==> src/rtl/control_unit.sv <==
// Moore control FSM for the 8-bit accumulator CPU: 2-6 cycles per instruction, outputs decoded from state+opcode.
// No backpressure (memory is single-cycle); optional HALT state for opcode FF under CU_HALT_EN.
module control_unit #(
  parameter int STATE_W = 4
) (
  input  logic               clk,
  input  logic               reset,
  input  logic [7:0]         opcode,
  input  logic               ACisZero,
  output logic               writeEnableAC,
  output logic               writeEnableR,
  output logic               writeEnableMem,
  output logic               PCEnable,
  output logic               instructionRegisterEnable,
  output logic               dataRegisterEnable,
  output logic               MSBaddressEnable,
  output logic               LSBaddressEnable,
  output logic               zeroEnable,
  output logic               muxSelectPC,
  output logic               muxSelectAddress,
  output logic               muxSelectALUtoAC,
  output logic               muxSelectMEM_or_R_toAC,
  output logic [STATE_W-1:0] state,
  output logic               halted
);

  localparam logic [7:0] OP_LDAC = 8'h01;
  localparam logic [7:0] OP_STAC = 8'h02;
  localparam logic [7:0] OP_MVAC = 8'h03;
  localparam logic [7:0] OP_MOVR = 8'h04;
  localparam logic [7:0] OP_JUMP = 8'h05;
  localparam logic [7:0] OP_JMPZ = 8'h06;
  localparam logic [7:0] OP_JPNZ = 8'h07;

  typedef enum logic [STATE_W-1:0] {
    S_FETCH,
    S_DECODE,
    S_ADDR_HI,
    S_ADDR_LO,
    S_JUMP,
    S_MEM_RD,
    S_MEM_LOAD,
    S_MEM_WR,
    S_EXEC
`ifdef CU_HALT_EN
    , S_HALT
`endif
  } state_t;

  typedef struct packed {
    logic we_ac;
    logic we_r;
    logic we_mem;
    logic pc_en;
    logic ir_en;
    logic dr_en;
    logic msb_en;
    logic lsb_en;
    logic z_en;
    logic sel_pc;
    logic sel_addr;
    logic sel_alu_ac;
    logic sel_mem_r;
    logic halt;
  } ctl_t;

  state_t cur;
  state_t nxt;
  ctl_t   ctl;
  logic   is_gamma;
  logic   is_alu;
  logic   is_exec;

  assign is_gamma = (opcode == OP_LDAC) || (opcode == OP_STAC) || (opcode == OP_JUMP) ||
                    (opcode == OP_JMPZ) || (opcode == OP_JPNZ);
  assign is_alu   = (opcode[7:3] == 5'b00001);
  assign is_exec  = is_alu || (opcode == OP_MVAC) || (opcode == OP_MOVR);

  always_ff @(posedge clk or negedge reset) begin
    if (!reset) cur <= S_FETCH;
    else        cur <= nxt;
  end

  always_comb begin
    ctl = '0;
    nxt = cur;
    case (cur)
      S_FETCH: begin
        ctl.ir_en = 1'b1;
        ctl.pc_en = 1'b1;
        nxt       = S_DECODE;
      end
      S_DECODE: begin
        if (is_gamma)     nxt = S_ADDR_HI;
        else if (is_exec) nxt = S_EXEC;
`ifdef CU_HALT_EN
        else if (opcode == 8'hFF) nxt = S_HALT;
`endif
        else              nxt = S_FETCH;
      end
      S_ADDR_HI: begin
        ctl.msb_en = 1'b1;
        ctl.pc_en  = 1'b1;
        nxt        = S_ADDR_LO;
      end
      S_ADDR_LO: begin
        ctl.lsb_en = 1'b1;
        ctl.pc_en  = 1'b1;
        // Branch condition is taken from the Z flag as it stands in this cycle
        case (opcode)
          OP_LDAC: nxt = S_MEM_RD;
          OP_STAC: nxt = S_MEM_WR;
          OP_JUMP: nxt = S_JUMP;
          OP_JMPZ: nxt = ACisZero ? S_JUMP : S_FETCH;
          OP_JPNZ: nxt = ACisZero ? S_FETCH : S_JUMP;
          default: nxt = S_FETCH;
        endcase
      end
      S_JUMP: begin
        ctl.sel_pc = 1'b1;
        ctl.pc_en  = 1'b1;
        nxt        = S_FETCH;
      end
      S_MEM_RD: begin
        ctl.sel_addr = 1'b1;
        ctl.dr_en    = 1'b1;
        nxt          = S_MEM_LOAD;
      end
      S_MEM_LOAD: begin
        ctl.sel_alu_ac = 1'b1;
        ctl.sel_mem_r  = 1'b1;
        ctl.we_ac      = 1'b1;
        nxt            = S_FETCH;
      end
      S_MEM_WR: begin
        ctl.sel_addr = 1'b1;
        ctl.we_mem   = 1'b1;
        nxt          = S_FETCH;
      end
      S_EXEC: begin
        if (opcode == OP_MVAC) begin
          ctl.we_r = 1'b1;
        end else if (opcode == OP_MOVR) begin
          ctl.sel_alu_ac = 1'b1;
          ctl.we_ac      = 1'b1;
        end else if (is_alu) begin
          ctl.we_ac = 1'b1;
          ctl.z_en  = 1'b1;
        end
        nxt = S_FETCH;
      end
`ifdef CU_HALT_EN
      S_HALT: begin
        ctl.halt = 1'b1;
        nxt      = S_HALT;
      end
`endif
      default: nxt = S_FETCH;
    endcase
  end

  // Every output is held low combinationally while reset is asserted
  assign writeEnableAC             = ctl.we_ac      & reset;
  assign writeEnableR              = ctl.we_r       & reset;
  assign writeEnableMem            = ctl.we_mem     & reset;
  assign PCEnable                  = ctl.pc_en      & reset;
  assign instructionRegisterEnable = ctl.ir_en      & reset;
  assign dataRegisterEnable        = ctl.dr_en      & reset;
  assign MSBaddressEnable          = ctl.msb_en     & reset;
  assign LSBaddressEnable          = ctl.lsb_en     & reset;
  assign zeroEnable                = ctl.z_en       & reset;
  assign muxSelectPC               = ctl.sel_pc     & reset;
  assign muxSelectAddress          = ctl.sel_addr   & reset;
  assign muxSelectALUtoAC          = ctl.sel_alu_ac & reset;
  assign muxSelectMEM_or_R_toAC    = ctl.sel_mem_r  & reset;
  assign halted                    = ctl.halt       & reset;
  assign state                     = cur;

endmodule
==> config.mk <==
export PLATFORM = sky130hd
export DESIGN_NAME = control_unit
export DESIGN_NICKNAME = d
export VERILOG_FILES = /design/src/rtl/control_unit.sv
export SDC_FILE = /design/constraint.sdc
export NUM_CORES = 1
export LEC_CHECK = 0
export BUFFER_PORTS_ARGS = -buffer_cell sky130_fd_sc_hd__buf_2
export CAP_MARGIN = 10
export CORE_AREA = 2 2 39 41
export CTS_CLUSTER_DIAMETER = 80
export DETAILED_ROUTE_END_ITERATION = 7
export DIE_AREA = 0 0 41 43
export GPL_TIMING_DRIVEN = 0
export PLACE_DENSITY_LB_ADDON = 0.1
export SLEW_MARGIN = 30
export SYNTH_ARGS = -nofsm -noshare
export SYNTH_HDL_FRONTEND = slang
export SYNTH_SLANG_ARGS = --single-unit
==> constraint.sdc <==
create_clock -name clk -period 1.5 [get_ports clk]
set_clock_uncertainty 0.1 [all_clocks]
set_input_delay 0.15 -clock clk [delete_from_list [all_inputs] [get_ports clk]]
set_output_delay 0.15 -clock clk [all_outputs]
set_load 0.03 [all_outputs]
==> impl_metrics.csv, run 1 <==
group,metric,value,unit
detailed_routing,wire_per_inst,14.94,um
grt,grt_pass1_vias,530,
worst_setup_path,path_max_fanout,4,
logic_synthesis,synth_commonest_cells,"7 x nor2_1, 5 x nand2_1, 4 x dfrtp_1, 4 x inv_1",
clocking,clkTransAtPathRegs,50,ps
worst_setup_path,cpPeakStageDelay,440,ps
power_and_ir_drop,power_density,629.3,mW/mm2
floorplanning,core-area,0.001384,mm2
clocking,clock-sinks,4,
job,maxCapViolCount,0,
worst_setup_path,path_buf_inv,1,
sta,setup_ws,-315.1,ps
grt,overflow,0,
logic_synthesis,yosys_most_used_dff,"dfrtp_1",
clocking,cts_tree,"built",
grt,grt_usage,20.82,%
sta,fmax,550.9,MHz
floorplanning,rows,14,
detailed_routing,vias,657,
logic_synthesis,yosys_register_bits,4,
final_layout,nFillCells,90,
worst_setup_path,crit_path_top_delay_cell,"dfrtp_2",
sta,period_needed,1815,ps
placement,gp_congestion,0.8356,
grt,grt_pass1_wl,2.339,mm
logic_synthesis,synth.avg_cell_area,8.133,um2
sta,slew_violations,0,
detailed_routing,drcViolationCount,0,
worst_setup_path,path_delay_family,"simple AND/OR/NAND/NOR gates",
sta,setup-tns-final,-2778,ps
sta,hold_violations,0,
final_layout,multi_input_area,480.5,um2
grt,grt_max_degree,11,
clocking,clockBufferDepth,2,
hold_path,hold_path_class,"in -> reg",
worst_setup_path,worstSetupPathType,"reg -> out",
power_and_ir_drop,power,0.0006677,W
worst_setup_path,cp.arrival,1570,ps
power_and_ir_drop,peakVddDrop,0.0003556,V
sta,setup_violations,15,
worst_setup_path,required,1250,ps
logic_synthesis,yosysSeqAreaShare,21.22,%
worst_setup_path,endpoint_kind,"output port",
sta,fin_hold_ws,131.8,ps
final_layout,largest_reg_flops,4,
logic_synthesis,ys_async_sr_fraction,100.0,%
placement,place_inst,101,
logic_synthesis,synth_nets,69,
logic_synthesis,yosys.area.top_type,"dfrtp_1",
logic_synthesis,synthTopCellsByArea,"dfrtp_1 21%, nor4_4 9.0%, nor2_1 5.6%",
floorplanning,die_w,41,um
clocking,htreeDepth,1,
final_layout,fin_nets,123,
worst_setup_path,worstPathCellList,"nor4_4, nand3_4, o31ai_4, buf_6",
logic_synthesis,synth.distinct_cells,31,
logic_synthesis,synth-edff-count,0,
run_status,failed_checks,"setup timing",
logic_synthesis,syn_inst,58,
sta,rsz0062_at_grt,"true",
detailed_routing,dr.pass1.iters,4,
detailed_routing,via_per_inst,5.214,
final_layout,drive_gt1_share,76.36,%
final_layout,antenna_cells,0,
power_and_ir_drop,p_leak,0.4947,nW
final_layout,layoutNonFillerInstCount,126,
clocking,insertion_delay,260,ps
final_layout,seq_area,105.1,um2
floorplanning,ios,29,
placement,numPortBuffers,27,
logic_synthesis,ys_warn_count,0,
sta,fin_crit_sh,121.0,%
logic_synthesis,synth_area,471.7,um2
clocking,cts_root_buffer,"clkbuf_4",
floorplanning,start_util,34.09,%
placement,hpwl,974.8,um
grt,antenna_found_initial,0,
floorplanning,die-area,0.001763,mm2
run_status,outcome,"complete, but fails checks",
floorplanning,die_h,43,um
clocking,cts_made_buffers,3,
final_layout,areaGrowthSynthToFinish,124.9,%
detailed_routing,antenna_left,0,
worst_setup_path,start_kind,"register",
detailed_routing,routed_wl,1.883,mm
logic_synthesis,synth.most_common_cell,"nor2_1",
detailed_routing,drt_first_iter_violations,16,
logic_synthesis,synth_top_area_share,21.22,%
-- area by class of cell --
class | instances | share of cell area (%)
multi-input combinational | 47 | 45.28
inverter | 4 | 1.415
sequential | 4 | 9.906
clock buffer | 3 | 2.123
buffer | 1 | 0.7075
tap | 16 | 1.887
timing repair buffer | 51 | 38.68
-- kinds of logic (layout without fill, tap and decap cells) --
| family | after synthesis | in the layout | synth area share [%] |
|---|---|---|---|
| other | 1 | 1 | 0.7950 |
| buffers and inverters | 7 | 59 | 7.424 |
| multiplexers | 1 | 1 | 2.122 |
| XOR/XNOR | 2 | 2 | 3.714 |
| AO/OA/AOI/OAI | 10 | 10 | 17.51 |
| AND/OR/NAND/NOR | 33 | 33 | 47.21 |
| flip-flops | 4 | 4 | 21.22 |
-- report_power, final --
group          internal [W]  switching (W)  total [W]
clock             0.0000912      0.0000693   0.000161
combinational      0.000170       0.000199   0.000369
sequential         0.000121      0.0000173   0.000138
total              0.000382       0.000285   0.000668
-- worst register-to-register path: stages, from the launching register on --
cell	delay (ps)
dfrtp_2	440
buf_4	150
buf_6	120
nor2_4	110
and3_4	200
buf_4	100
buf_4	100
nand2_1	60
o32ai_2	230
-- metal layers --
| layer | wire length (um) | up-vias | GRT usage [%] |
|---|---|---|---|
| li1 | - | 311 | - |
| met1 | 738 | 302 | 23.30 |
| met2 | 968 | 39 | 31.87 |
| met3 | 116 | 5 | 6.283 |
| met4 | 60 | 0 | 14.00 |
| met5 | 0 | - | 0 |
-- cell usage in the layout (no fill, tap or decap), types with 2 or more instances in the layout --
cell type and instances:
inv_1 3, dfrtp_2 4, xor2_1 2, buf_2 14, clkbuf_4 3, nand2_1 4, buf_6 14, nand2b_4 2
nor4_4 3, and3_4 2, nor2_1 4, buf_4 22, and2_4 2, nor2_4 4, nand4_1 2
-- stage by stage --
stage	area [um2]	setup slack (ps)	utilization, %
6_report	1061	-315.1	76.67
5_1_grt	1061	-386.7	76.67
4_1_cts	897.1	-338.3	64.83
3_5_place_dp	710.7	-211.3	51.36
3_3_place_gp	710.7	-194.2	51.36
2_1_floorplan	555.5	-235.8	-
-- timing repair --
| action | 4_1_cts | 5_1_grt |
|---|---|---|
| endpoints found under the setup margin | 13 | 16 |
| setup buffers | 11 | 13 |
| endpoints found under the hold margin | 4 | 0 |
| pin swaps | 7 | 11 |
| hold buffers | 1 | 0 |
| resized for setup | 28 | 20 |
-- path summary, 6_finish.rpt --
path                                    end  slack (ps)      start  depth (start not counted)
setup reg to reg                   state[2]        -190   state[2]                          8
hold reg to reg                    state[0]         560   state[0]                          2
setup / recovery           muxSelectALUtoAC        -320   state[2]                          4
min in group asynchronous          state[2]         230      reset                          2
hold / removal                     state[2]         130  opcode[6]                          4
max in group asynchronous          state[3]         860      reset                          2
Note: power is estimated with default switching activity, not from simulation.
==> run 2: changes to the inputs <==
--- a/config.mk
+++ b/config.mk
@@ -7,10 +7,13 @@
 export LEC_CHECK = 0
 export BUFFER_PORTS_ARGS = -buffer_cell sky130_fd_sc_hd__buf_2
 export CAP_MARGIN = 10
-export CORE_AREA = 2 2 39 41
+export CELL_PAD_IN_SITES_DETAIL_PLACEMENT = 1
+export CELL_PAD_IN_SITES_GLOBAL_PLACEMENT = 1
+export CORE_MARGIN = 2
+export CORE_UTILIZATION = 29
+export CTS_BUF_LIST = sky130_fd_sc_hd__clkbuf_8
 export CTS_CLUSTER_DIAMETER = 80
 export DETAILED_ROUTE_END_ITERATION = 7
-export DIE_AREA = 0 0 41 43
 export GPL_TIMING_DRIVEN = 0
 export PLACE_DENSITY_LB_ADDON = 0.1
 export SLEW_MARGIN = 30
==> impl_metrics.csv, run 2 (synthesized netlist as in run 1, its figures left out) <==
group,metric,value,unit
sta,fmax,566.9,MHz
grt,grt_max_degree,8,
floorplanning,die_w,44.33,um
sta,period_needed,1764,ps
detailed_routing,vias,620,
worst_setup_path,cp.arrival,1510,ps
clocking,cts_root_buffer,"clkbuf_8",
detailed_routing,dr.pass1.iters,3,
detailed_routing,via_per_inst,5.124,
clocking,clockBufferDepth,2,
power_and_ir_drop,power_density,677.9,mW/mm2
final_layout,fin_nets,118,
worst_setup_path,path_max_fanout,4,
clocking,htreeDepth,1,
final_layout,most-common-layout-cells,"19 x buf_4, 14 x buf_2, 13 x buf_6",
grt,grt_usage,18.84,%
detailed_routing,antenna_left,0,
final_layout,nFillCells,168,
grt,antenna_found_initial,0,
hold_path,worstHoldStart,"opcode[5]",
placement,numPortBuffers,27,
sta,rsz0062_at_grt,"true",
worst_setup_path,start_kind,"register",
clocking,clock-sinks,4,
worst_setup_path,crit_start,"state[2]",
sta,slew_violations,0,
detailed_routing,wire_per_inst,16.62,um
grt,overflow,0,
floorplanning,start_util,30.95,%
placement,gp_congestion,0.7289,
power_and_ir_drop,peakVddDrop,0.001023,V
floorplanning,ios,29,
detailed_routing,drt_first_iter_violations,4,
worst_setup_path,r2r-start,"state[2]",
job,maxCapViolCount,0,
clocking,cts_tree,"built",
run_status,failed_checks,"setup timing",
run_status,outcome,"complete, but fails checks",
detailed_routing,routed_wl,2.011,mm
final_layout,largest_reg_flops,4,
worst_setup_path,reg2reg_slack,-10,ps
clocking,clkTransAtPathRegs,30,ps
placement,place_inst,101,
clocking,insertion_delay,220,ps
final_layout,drive_gt1_share,74.29,%
floorplanning,die_h,44.33,um
worst_setup_path,endpoint_kind,"output port",
floorplanning,core-area,0.001524,mm2
sta,setup_ws,-264.1,ps
floorplanning,die-area,0.001965,mm2
final_layout,final_common_cell,"buf_4",
grt,grt_pass1_wl,2.649,mm
sta,fin_crit_sh,117.6,%
placement,hpwl,1.021,mm
sta,setup-tns-final,-2116,ps
sta,setup_violations,14,
power_and_ir_drop,p_leak,0.4686,nW
placement,pre_cts_ws,-200.3,ps
final_layout,layoutNonFillerInstCount,121,
final_layout,final_util,66.67,%
clocking,cts_made_buffers,3,
detailed_routing,drcViolationCount,0,
sta,hold_violations,0,
final_layout,antenna_cells,0,
hold_path,hold_path_class,"in -> reg",
worst_setup_path,worstSetupPathType,"reg -> out",
floorplanning,rows,14,
worst_setup_path,required,1250,ps
final_layout,areaGrowthSynthToFinish,115.4,%
grt,grt_pass1_vias,592,
run 2: cell count changes in the layout (fill, tap and decap cells not counted), sizes merged:
cell  previous run  this run
buf             51        46
run 2: power breakdown:
part | internal, W | total (W) | switching (W)
clock | 0.000171 | 0.000223 | 0.0000519
combinational | 0.000133 | 0.000330 | 0.000197
sequential | 0.000121 | 0.000136 | 0.0000149
run 2: area by class of cell:
| type | instances | area (um2) | area share [%] |
|---|---|---|---|
| flip-flops and latches | 4 | 105.1 | 10.34 |
| repair buffers | 46 | 361.6 | 35.59 |
| inverters | 4 | 15.01 | 1.478 |
| clock buffers | 3 | 41.29 | 4.064 |
| plain buffers | 1 | 7.507 | 0.7389 |
| multi-input cells | 47 | 465.4 | 45.81 |
| well taps | 16 | 20.02 | 1.970 |
run 2: repair_timing:
item | in CTS | in global routing
buffers inserted | 11 | 7
pin swaps | 5 | 8
hold buffers | 1 | 0
endpoints found under the hold margin | 4 | 0
resized for setup | 30 | 12
endpoints found under the setup margin | 13 | 14
run 2: routing by layer:
| metal | share of wire [%] | vias to the layer above | wire, um | global-route usage, % |
|---|---|---|---|---|
| li1 | - | 297 | - | - |
| met1 | 38 | 295 | 771 | 21.53 |
| met4 | 1.3 | 0 | 27 | 3.636 |
| met2 | 56 | 24 | 1118 | 35.00 |
| met3 | 4.7 | 4 | 94 | 4.898 |
| met5 | 0 | - | 0 | 0 |
run 2: path summary, 6_finish.rpt:
| path | endpoint | depth (start not counted) |
|---|---|---|
| worst max-delay path | zeroEnable | 5 |
| worst min-delay path | state[3] | 4 |
| worst max register to register | state[2] | 5 |
| worst min register to register | state[1] | 2 |
| max in group asynchronous | state[3] | 2 |
| min in group asynchronous | state[1] | 2 |
run 2: critical path: stages (launching register included):
cell and delay, ps:
dfrtp_2 420, nor4_4 340, nand3_4 160, buf_4 180, nor2_4 70, buf_6 130
run 2: metrics by stage:
stage	instance area [um2]	hold WS (ps)	power [W]
detailed placement	710.7	-119.7	0.0003871
CTS	922.1	183.3	0.0006564
floorplan	555.5	-245.6	0.0003156
global placement	710.7	-120.2	0.0003840
global route	1016	221.5	0.0007257
finish	1016	190.9	0.0006888
